--- config.mk ---
export PLATFORM = sky130hd
export DESIGN_NAME = pwm_capture_flat
export DESIGN_NICKNAME = d
export VERILOG_FILES = /design/src/rtl/pwm_pkg.sv /design/src/rtl/pwm_capture_if.sv /design/src/rtl/pwm_in_sync.sv /design/src/rtl/pwm_capture.sv /design/src/flat_wrapper.sv
export SDC_FILE = /design/constraint.sdc
export NUM_CORES = 1
export LEC_CHECK = 0
export CAP_MARGIN = 20
export CORE_ASPECT_RATIO = 1.25
export CORE_MARGIN = 8
export CORE_UTILIZATION = 58
export CTS_BUF_LIST = sky130_fd_sc_hd__clkbuf_8 sky130_fd_sc_hd__clkbuf_16
export DETAILED_ROUTE_END_ITERATION = 12
export MAX_ROUTING_LAYER = met4
export PLACE_DENSITY = 0.82
export SYNTH_ARGS = -nofsm -noshare
export SYNTH_HDL_FRONTEND = slang
export SYNTH_HIERARCHICAL = 1
export SYNTH_SLANG_ARGS = --single-unit
--- constraint.sdc ---
create_clock -name clk -period 2.6 [get_ports clk]
set_input_delay 0.26 -clock clk [delete_from_list [all_inputs] [get_ports clk]]
set_output_delay 0.26 -clock clk [all_outputs]
set_load 0.005 [all_outputs]
--- src/rtl/pwm_pkg.sv ---
// ---------------------------------------------------------------------------
// pwm_pkg
// Shared types and helpers for the PWM capture block and its input stage.
//   pwm_state_e : capture FSM state (SEEK waits for a rising edge,
//                 MEASURE times frames between rising edges)
//   frame_len() : nominal frame length, 2^width cycles
//   cnt_width() : frame counter width, one bit wider than the level so the
//                 full frame length 2^width is representable
// ---------------------------------------------------------------------------
package pwm_pkg;

    typedef enum logic {
        SEEK    = 1'b0,
        MEASURE = 1'b1
    } pwm_state_e;

    // Extra counter bits beyond the level width.
    localparam int CNT_EXTRA_BITS = 1;

    function automatic int frame_len(input int width);
        return 1 << width;
    endfunction

    function automatic int cnt_width(input int width);
        return width + CNT_EXTRA_BITS;
    endfunction

endpackage

--- src/rtl/pwm_capture_if.sv ---
// ---------------------------------------------------------------------------
// pwm_capture_if
// Bundles the PWM pin and the decoded result of pwm_capture.
//   pwm_in     : asynchronous PWM waveform into the capture block
//   level      : last recovered duty level (high cycles per frame)
//   valid      : one-cycle strobe, level has just been updated
//   period_err : one-cycle strobe, frame length was wrong, level unchanged
//   locked     : set after a good frame, cleared by error / stuck / reset
//   state      : capture FSM state, exported for debug and checkers
//
// Handshake: valid and period_err are pure strobes with no ready/back-
// pressure. Each lasts exactly one clk cycle, the two are never high in the
// same cycle, and the consumer must take level on the valid cycle.
//
// Modports: master = capture block side, slave = consumer / pin driver side.
// ---------------------------------------------------------------------------
interface pwm_capture_if
    import pwm_pkg::*;
#(
    parameter int WIDTH = 8
);

    logic             pwm_in;
    logic [WIDTH-1:0] level;
    logic             valid;
    logic             period_err;
    logic             locked;
    pwm_state_e       state;

    modport master (
        input  pwm_in,
        output level,
        output valid,
        output period_err,
        output locked,
        output state
    );

    modport slave (
        output pwm_in,
        input  level,
        input  valid,
        input  period_err,
        input  locked,
        input  state
    );

endinterface

--- src/rtl/pwm_in_sync.sv ---
// ---------------------------------------------------------------------------
// pwm_in_sync
// Brings an asynchronous PWM pin into the clk domain and flags rising edges.
//   clk, reset_n : clock and synchronous active-low reset
//   pwm_in       : asynchronous pin
//   pwm_s        : synchronised (optionally inverted / filtered) level
//   rise         : pwm_s is 1 this cycle and was 0 the previous cycle
//
// Parameter INVERT = 1 treats the pin as active-low; the inversion is applied
// after the two synchroniser flops.
//
// Build option PWM_CAPTURE_FILTER_EN: when defined, pwm_s is the majority of
// the last three synchronised samples, which rejects single-cycle glitches
// and adds one cycle of latency. When undefined, pwm_s is the synchroniser
// output directly.
// ---------------------------------------------------------------------------
module pwm_in_sync #(
    parameter bit INVERT = 1'b0
) (
    input  logic clk,
    input  logic reset_n,
    input  logic pwm_in,
    output logic pwm_s,
    output logic rise
);

    logic sync1_q, sync1_d;
    logic sync2_q, sync2_d;
    logic pwm_dly_q, pwm_dly_d;
    logic sync_s;

    always_comb begin
        sync1_d   = pwm_in;
        sync2_d   = sync1_q;
        sync_s    = sync2_q ^ INVERT;
        pwm_dly_d = pwm_s;
        rise      = pwm_s & ~pwm_dly_q;
    end

    always_ff @(posedge clk) begin
        if (!reset_n) begin
            sync1_q   <= 1'b0;
            sync2_q   <= 1'b0;
            pwm_dly_q <= 1'b0;
        end else begin
            sync1_q   <= sync1_d;
            sync2_q   <= sync2_d;
            pwm_dly_q <= pwm_dly_d;
        end
    end

`ifdef PWM_CAPTURE_FILTER_EN
    logic hist1_q, hist1_d;
    logic hist2_q, hist2_d;

    // Two of the last three samples must agree, so an isolated one-cycle
    // pulse never reaches pwm_s while both edges of a real pulse are delayed
    // by the same single cycle, preserving the high-cycle count.
    always_comb begin
        hist1_d = sync_s;
        hist2_d = hist1_q;
        pwm_s   = (sync_s & hist1_q) | (sync_s & hist2_q) | (hist1_q & hist2_q);
    end

    always_ff @(posedge clk) begin
        if (!reset_n) begin
            hist1_q <= 1'b0;
            hist2_q <= 1'b0;
        end else begin
            hist1_q <= hist1_d;
            hist2_q <= hist2_d;
        end
    end
`else
    always_comb begin
        pwm_s = sync_s;
    end
`endif

endmodule

--- src/rtl/pwm_capture.sv ---
// ---------------------------------------------------------------------------
// pwm_capture
// Recovers the duty level of a PWM waveform whose frame is 2^WIDTH clk
// cycles long (counterpart of the team PWM generator).
//   clk, reset_n : clock and synchronous active-low reset
//   bus (master) : pwm_in in; level, valid, period_err, locked, state out
//
// Frames are measured rising edge to rising edge. A frame of exactly
// 2^WIDTH cycles publishes its high-cycle count on level with a valid strobe
// and sets locked. Any other length pulses period_err and drops locked. If
// 2^WIDTH cycles pass with no rising edge the input is stuck: level reports
// all-ones or zero from the current pin value with a valid strobe, locked
// drops and the FSM returns to SEEK. This repeats while the input is static.
//
// Parameters: WIDTH (level width), INVERT (active-low input).
// Build option PWM_CAPTURE_FILTER_EN enables the glitch filter inside
// pwm_in_sync; counting is unchanged.
// ---------------------------------------------------------------------------
module pwm_capture
    import pwm_pkg::*;
#(
    parameter int WIDTH  = 8,
    parameter bit INVERT = 1'b0
) (
    input  logic          clk,
    input  logic          reset_n,
    pwm_capture_if.master bus
);

    localparam int              CW    = cnt_width(WIDTH);
    localparam logic [CW-1:0]   FRAME = CW'(frame_len(WIDTH));

    logic pwm_s;
    logic rise;

    pwm_in_sync #(
        .INVERT (INVERT)
    ) u_sync (
        .clk     (clk),
        .reset_n (reset_n),
        .pwm_in  (bus.pwm_in),
        .pwm_s   (pwm_s),
        .rise    (rise)
    );

    pwm_state_e       state_q, state_d;
    logic [CW-1:0]    period_cnt_q, period_cnt_d;
    logic [CW-1:0]    high_cnt_q, high_cnt_d;
    logic [WIDTH-1:0] level_q, level_d;
    logic             valid_q, valid_d;
    logic             period_err_q, period_err_d;
    logic             locked_q, locked_d;
    logic             timeout;

    always_comb begin
        state_d      = state_q;
        period_cnt_d = period_cnt_q;
        high_cnt_d   = high_cnt_q;
        level_d      = level_q;
        valid_d      = 1'b0;
        period_err_d = 1'b0;
        locked_d     = locked_q;

        // A full frame elapsed without an edge; applies in both states, and
        // a rise in the same cycle takes precedence as a normal frame end.
        timeout = (period_cnt_q == FRAME) && !rise;

        if (timeout) begin
            level_d      = {WIDTH{pwm_s}};
            valid_d      = 1'b1;
            locked_d     = 1'b0;
            period_cnt_d = CW'(1);
            high_cnt_d   = CW'(pwm_s);
            state_d      = SEEK;
        end else if (rise) begin
            // The rise cycle itself is high, so both counters restart at 1.
            period_cnt_d = CW'(1);
            high_cnt_d   = CW'(1);
            state_d      = MEASURE;
            if (state_q == MEASURE) begin
                if (period_cnt_q == FRAME) begin
                    level_d  = high_cnt_q[WIDTH-1:0];
                    valid_d  = 1'b1;
                    locked_d = 1'b1;
                end else begin
                    period_err_d = 1'b1;
                    locked_d     = 1'b0;
                end
            end
        end else begin
            period_cnt_d = period_cnt_q + CW'(1);
            high_cnt_d   = high_cnt_q + CW'(pwm_s);
        end
    end

    always_ff @(posedge clk) begin
        if (!reset_n) begin
            state_q      <= SEEK;
            period_cnt_q <= '0;
            high_cnt_q   <= '0;
            level_q      <= '0;
            valid_q      <= 1'b0;
            period_err_q <= 1'b0;
            locked_q     <= 1'b0;
        end else begin
            state_q      <= state_d;
            period_cnt_q <= period_cnt_d;
            high_cnt_q   <= high_cnt_d;
            level_q      <= level_d;
            valid_q      <= valid_d;
            period_err_q <= period_err_d;
            locked_q     <= locked_d;
        end
    end

    assign bus.level      = level_q;
    assign bus.valid      = valid_q;
    assign bus.period_err = period_err_q;
    assign bus.locked     = locked_q;
    assign bus.state      = state_q;

endmodule

--- src/flat_wrapper.sv ---
// flat-port wrapper written by rule: the top's interface ports become plain ports
module pwm_capture_flat import pwm_pkg::*;
#(
    parameter int WIDTH  = 8,
    parameter bit INVERT = 1'b0
)
  (clk, reset_n, bus_pwm_in, bus_level, bus_valid, bus_period_err, bus_locked, bus_state);
  pwm_capture_if #(.WIDTH(WIDTH)) bus_i ();
  input  logic clk;
  input  logic reset_n;
  input wire logic [$bits(bus_i.pwm_in)-1:0] bus_pwm_in;
  output wire logic [$bits(bus_i.level)-1:0] bus_level;
  output wire logic [$bits(bus_i.valid)-1:0] bus_valid;
  output wire logic [$bits(bus_i.period_err)-1:0] bus_period_err;
  output wire logic [$bits(bus_i.locked)-1:0] bus_locked;
  output wire logic [$bits(bus_i.state)-1:0] bus_state;
  assign bus_i.pwm_in = bus_pwm_in;
  assign bus_level = bus_i.level;
  assign bus_valid = bus_i.valid;
  assign bus_period_err = bus_i.period_err;
  assign bus_locked = bus_i.locked;
  assign bus_state = bus_i.state;
  pwm_capture #(.WIDTH(WIDTH), .INVERT(INVERT)) u_core (.clk(clk), .reset_n(reset_n), .bus(bus_i));
endmodule
* After elaboration in Yosys (flattened, before gate mapping)
Index checks and enable logic that the tools add are counted.
Word-level totals: bits in registers 33
Operators by class: mux-type cells 13, equal/unequal tests 1, $add $sub $neg 2, bitwise operators 5, reduce and logical (&&, ||, !) cells 10
Operators with widths (number):
- 8-bit 2-to-1 mux | 4
- 9-bit by 1-bit adder with 9-bit output | 1
- 9-bit by 1-bit adder with 9-bit output, second input constant | 1
- 9-bit == test, second input constant | 1
- 1-bit 2-to-1 mux | 9
- 2-bit nonzero test | 3
- 1-bit inverter | 4
- 4-bit OR reduction | 1
- 3-bit AND reduction | 1
- 3-bit OR reduction | 1
- 2-bit AND reduction | 1
- 2-bit OR reduction | 1
- 1-bit AND | 1
- 1-bit logical AND | 1
- 1-bit logical NOT | 1

* Longest topological paths before layout
word-level depth 6, gate-level depth with buffers 6, gate-level depth less buffers 5

* Cells and area by module
Netlist, hierarchy kept.
Modules (own cells, without submodules):
- pwm_capture | cells an instance 129, area an instance 1242.4 um^2, times used 1, sequential area each 580.6 um^2
- pwm_in_sync | cells an instance 7, area an instance 92.6 um^2, times used 1, sequential area each 60.1 um^2

* Worst setup path after synthesis
No wires, ideal clock.
path type register -> register, start point reg u_core.period_cnt_q[6], end point reg u_core.period_cnt_q[5], buffers on the path 1, period minus slack after synthesis 1.482 ns, data required time 2.478 ns, stages on the path, launching flop included 5, setup time 0.122 ns, slack 1.118 ns, arrival time 1.361 ns, cells stage by stage dfxtp_1 or4_4 o211ai_2 buf_4 a21oi_1
Between the ends: cells in the longest elaborated chain, start to end 3
RTL lines:
- from (decl) | RTL line pwm_capture.sv:47 | logic [CW-1:0] period_cnt_q, period_cnt_d;
- from (signal assigned) | RTL line pwm_capture.sv:107 | period_cnt_q <= period_cnt_d;
- 9-bit == test | RTL line pwm_capture.sv:66 | timeout = (period_cnt_q == FRAME) && !rise;
- 1-bit logical AND | RTL line pwm_capture.sv:66
- 3-bit OR reduction (no source line)
No other way between the ends. A chain may end at the register's enable or synchronous reset.

* Worst setup path in the final report
start point reg u_core.period_cnt_q[0], end point reg u_core.high_cnt_q[3]
Between the ends: cells in the longest elaborated chain, start to end 3
RTL lines:
- 9-bit == test | RTL line pwm_capture.sv:66
- 1-bit logical AND | RTL line pwm_capture.sv:66
- 3-bit OR reduction (no source line)
- to (signal assigned) | RTL line pwm_capture.sv:108 | high_cnt_q <= high_cnt_d;
- to (decl) | RTL line pwm_capture.sv:48 | logic [CW-1:0] high_cnt_q, high_cnt_d;
No other way between the ends.

==> run metrics <==
total power 1.07 mW; worst path arrival time 1930 ps; share of layout cells above drive strength 1 14.8%; hold-fix buffers at CTS 0; final hold violation count 0; leading cell type in the layout, fill and taps excluded dfxtp_1; Core Rows 19; post-synthesis sequential area ratio 48.0%; TritonCTS clock tree built; Max VDD drop 574 uV; Worst path slowest cell o211ai_2; GRT Total Usage 16.2%; Setup TNS Final 0 ps; Detailed Route WL 2.88 mm; Crit path max-delay family compound AO/OA/AOI/OAI gates; Worst path max stage delay 670 ps; global-route wire length before repair 4.93 mm; Worst-Skew Late Latency 290 ps; asr flop ratio synth 0%; Synth Register Bits 32; Synth Flop Type dfxtp_1; crit path cell chain inv_1 -> ha_1 -> nand4bb_1 -> o211ai_2 -> nor2_1; First-pass DRT Iterations 4; Starting Density 61.0%; CTS Buf Count 5; P_leak 0.568 nW; vias in the first global route 1149; main area contributors after synthesis dfxtp_1, o221a_2, o21a_1; Post-synth EDFFs 0; YS warnings 6; Max Fclk 560 MHz; GR Overflow Total 0; Resized Gates After CTS 0; synthesized cell area 1340 um2; WHS Endpoint u_core/u_sync/pwm_s$_SDFF_PN0_; nets 161; antenna violations before repair 0; Detailed Place HPWL 1.94 mm; most frequent cells in the layout dfxtp_1, clkdlybuf4s50_1, nor2_1, nand3_1, o21ai_0; Max Cap Viol 0; WP data required 2740 ps; WL/cell 15.5 um; Slew @ Worst Pin 673 ps; clk buf depth 2; worst r2r src u_core/period_cnt_q[0]$_SDFF_PN0_; Tmin final 1780 ps; power per cell area 657 nW/um2; GPL Wtd Cong 0.823; Setup crit end kind register; Iter 0 DRT Violations 57; Post-CTS Setup Inserts 0; Synth cell types 32; worst reg2reg endpoint u_core/high_cnt_q[3]$_SDFF_PP0_; io pins 15; core area 2190 um2; post-synth top area cell dfxtp_1; H-tree lvl count 2; kind of critical path reg2reg; clk slew on worst S/H paths 60 ps; Final ANT Viol Nets 0; Reg2Reg Setup Slack 820 ps; die extent in x 58.9 um; Crit Path Max Fanout 15; Hold Startpoint u_core/u_sync/sync1_q$_SDFF_PN0_; outcome completed; WHS Path Cells 1; die area 4100 um2; RSZ-0062 raised after global routing false; drt via density 5.84; Yosys top cell area share 48.0%; Net Count, Synth 143; DRC 0; Hold WC Path Type reg2reg; synthesized area per cell 9.82 um2; Area growth syn-to-layout 21.7%; worst-case clock skew 7.84 ps; clock root buffer master clkbuf_8; Critical Path Source Type register; Final Slew Violations 0; via count 1087; DIE HEIGHT 69.6 um; Cells after Synth 136; number of clock sinks 32; final period utilization 68.6%; Port Buf Inserts 14; n_diodes 0; Slew headroom 55.0%; Reg2Reg Depth 5; largest net degree at the start of global routing 16; final setup fails 0; WP buf/inv 1
[final cells by class]
class / instances / area (um2)
Clock buffer: 7 / 96.3
Clock inverter: 1 / 30.0
Fill cell: 163 / 562
Inverter: 7 / 26.3
Multi-Input combinational cell: 94 / 653
Sequential cell: 32 / 641
Tap cell: 31 / 38.8
Timing Repair Buffer: 14 / 140
[state kept, by name (all words and copies together) (netlist names)]
| register | count |
|---|---|
| u_core/period_cnt_q | 9 |
| u_core/bus.level | 8 |
| u_core/high_cnt_q | 8 |
| u_core/bus.locked | 1 |
| u_core/bus.period_err | 1 |
| u_core/bus.state | 1 |
| u_core/bus.valid | 1 |
| u_core/u_sync/pwm_dly_q | 1 |
| u_core/u_sync/pwm_s | 1 |
| u_core/u_sync/sync1_q | 1 |
[synthesized netlist by cell type (3+ instances only)]
cell type,n
nand3_1,9
o221a_2,8
o21a_1,8
a21oi_1,8
ha_1,4
nor2_1,9
or3_1,7
and2_1,3
inv_1,7
o21ai_0,9
xor2_1,4
dfxtp_1,32
nand2_1,4
[cells by family (layout without fill, tap and decap cells)]
family	count (synthesis)	after routing	share of synthesized area [%]
adder cells (fa/ha/maj)	4	4	3.75
AO/OA/AOI/OAI	38	38	20.6
flip-flops	32	32	48.0
buffers and inverters	10	29	3.09
XOR/XNOR	6	6	3.94
AND/OR/NAND/NOR	46	46	20.6
[how the worst max path moves through the flow]
stage                                           start                           endpoint  cells after the start
CTS                 u_core/period_cnt_q[0]$_SDFF_PN0_    u_core/high_cnt_q[3]$_SDFF_PP0_                      5
detailed placement  u_core/period_cnt_q[0]$_SDFF_PN0_  u_core/period_cnt_q[4]$_SDFF_PP0_                      5
floorplan           u_core/period_cnt_q[6]$_SDFF_PP0_  u_core/period_cnt_q[5]$_SDFF_PP0_                      4
finish              u_core/period_cnt_q[0]$_SDFF_PN0_    u_core/high_cnt_q[3]$_SDFF_PP0_                      5
global placement    u_core/period_cnt_q[6]$_SDFF_PP0_   u_core/bus.level[4]$_SDFFE_PN0P_                      3
global route        u_core/period_cnt_q[0]$_SDFF_PN0_  u_core/period_cnt_q[3]$_SDFF_PP0_                      5
[power by group]
| group | total [mW] | internal, mW | switching (mW) |
|---|---|---|---|
| clock network | 0.517 | 0.338 | 0.179 |
| registers | 0.506 | 0.499 | 0.00754 |
| logic | 0.0454 | 0.0207 | 0.0247 |
[per-layer routing]
metal  share of wire, %  global-route usage, %  vias to the layer above
met5                  0                      -                        -
met4                3.6                   12.5                        0
met3                4.4                   7.24                       11
met2                 52                   24.6                       31
met1                 40                   15.4                      511
li1                   -                      -                      534
[through the flow]
stage                     cell area [um2]  util [%]  hold slack (ps)  cells  worst slack [ps]
after floorplan                      1340         -              382    136              1120
after global placement               1500      68.5              427    178               922
after detailed placement             1500      68.5              424    178               838
after CTS                            1630      74.3              454    186               830
after global routing                 1630      74.3              493    186               686
final                                1630      74.3              448    186               815
No activity file was read; power rests on OpenSTA's default activity.
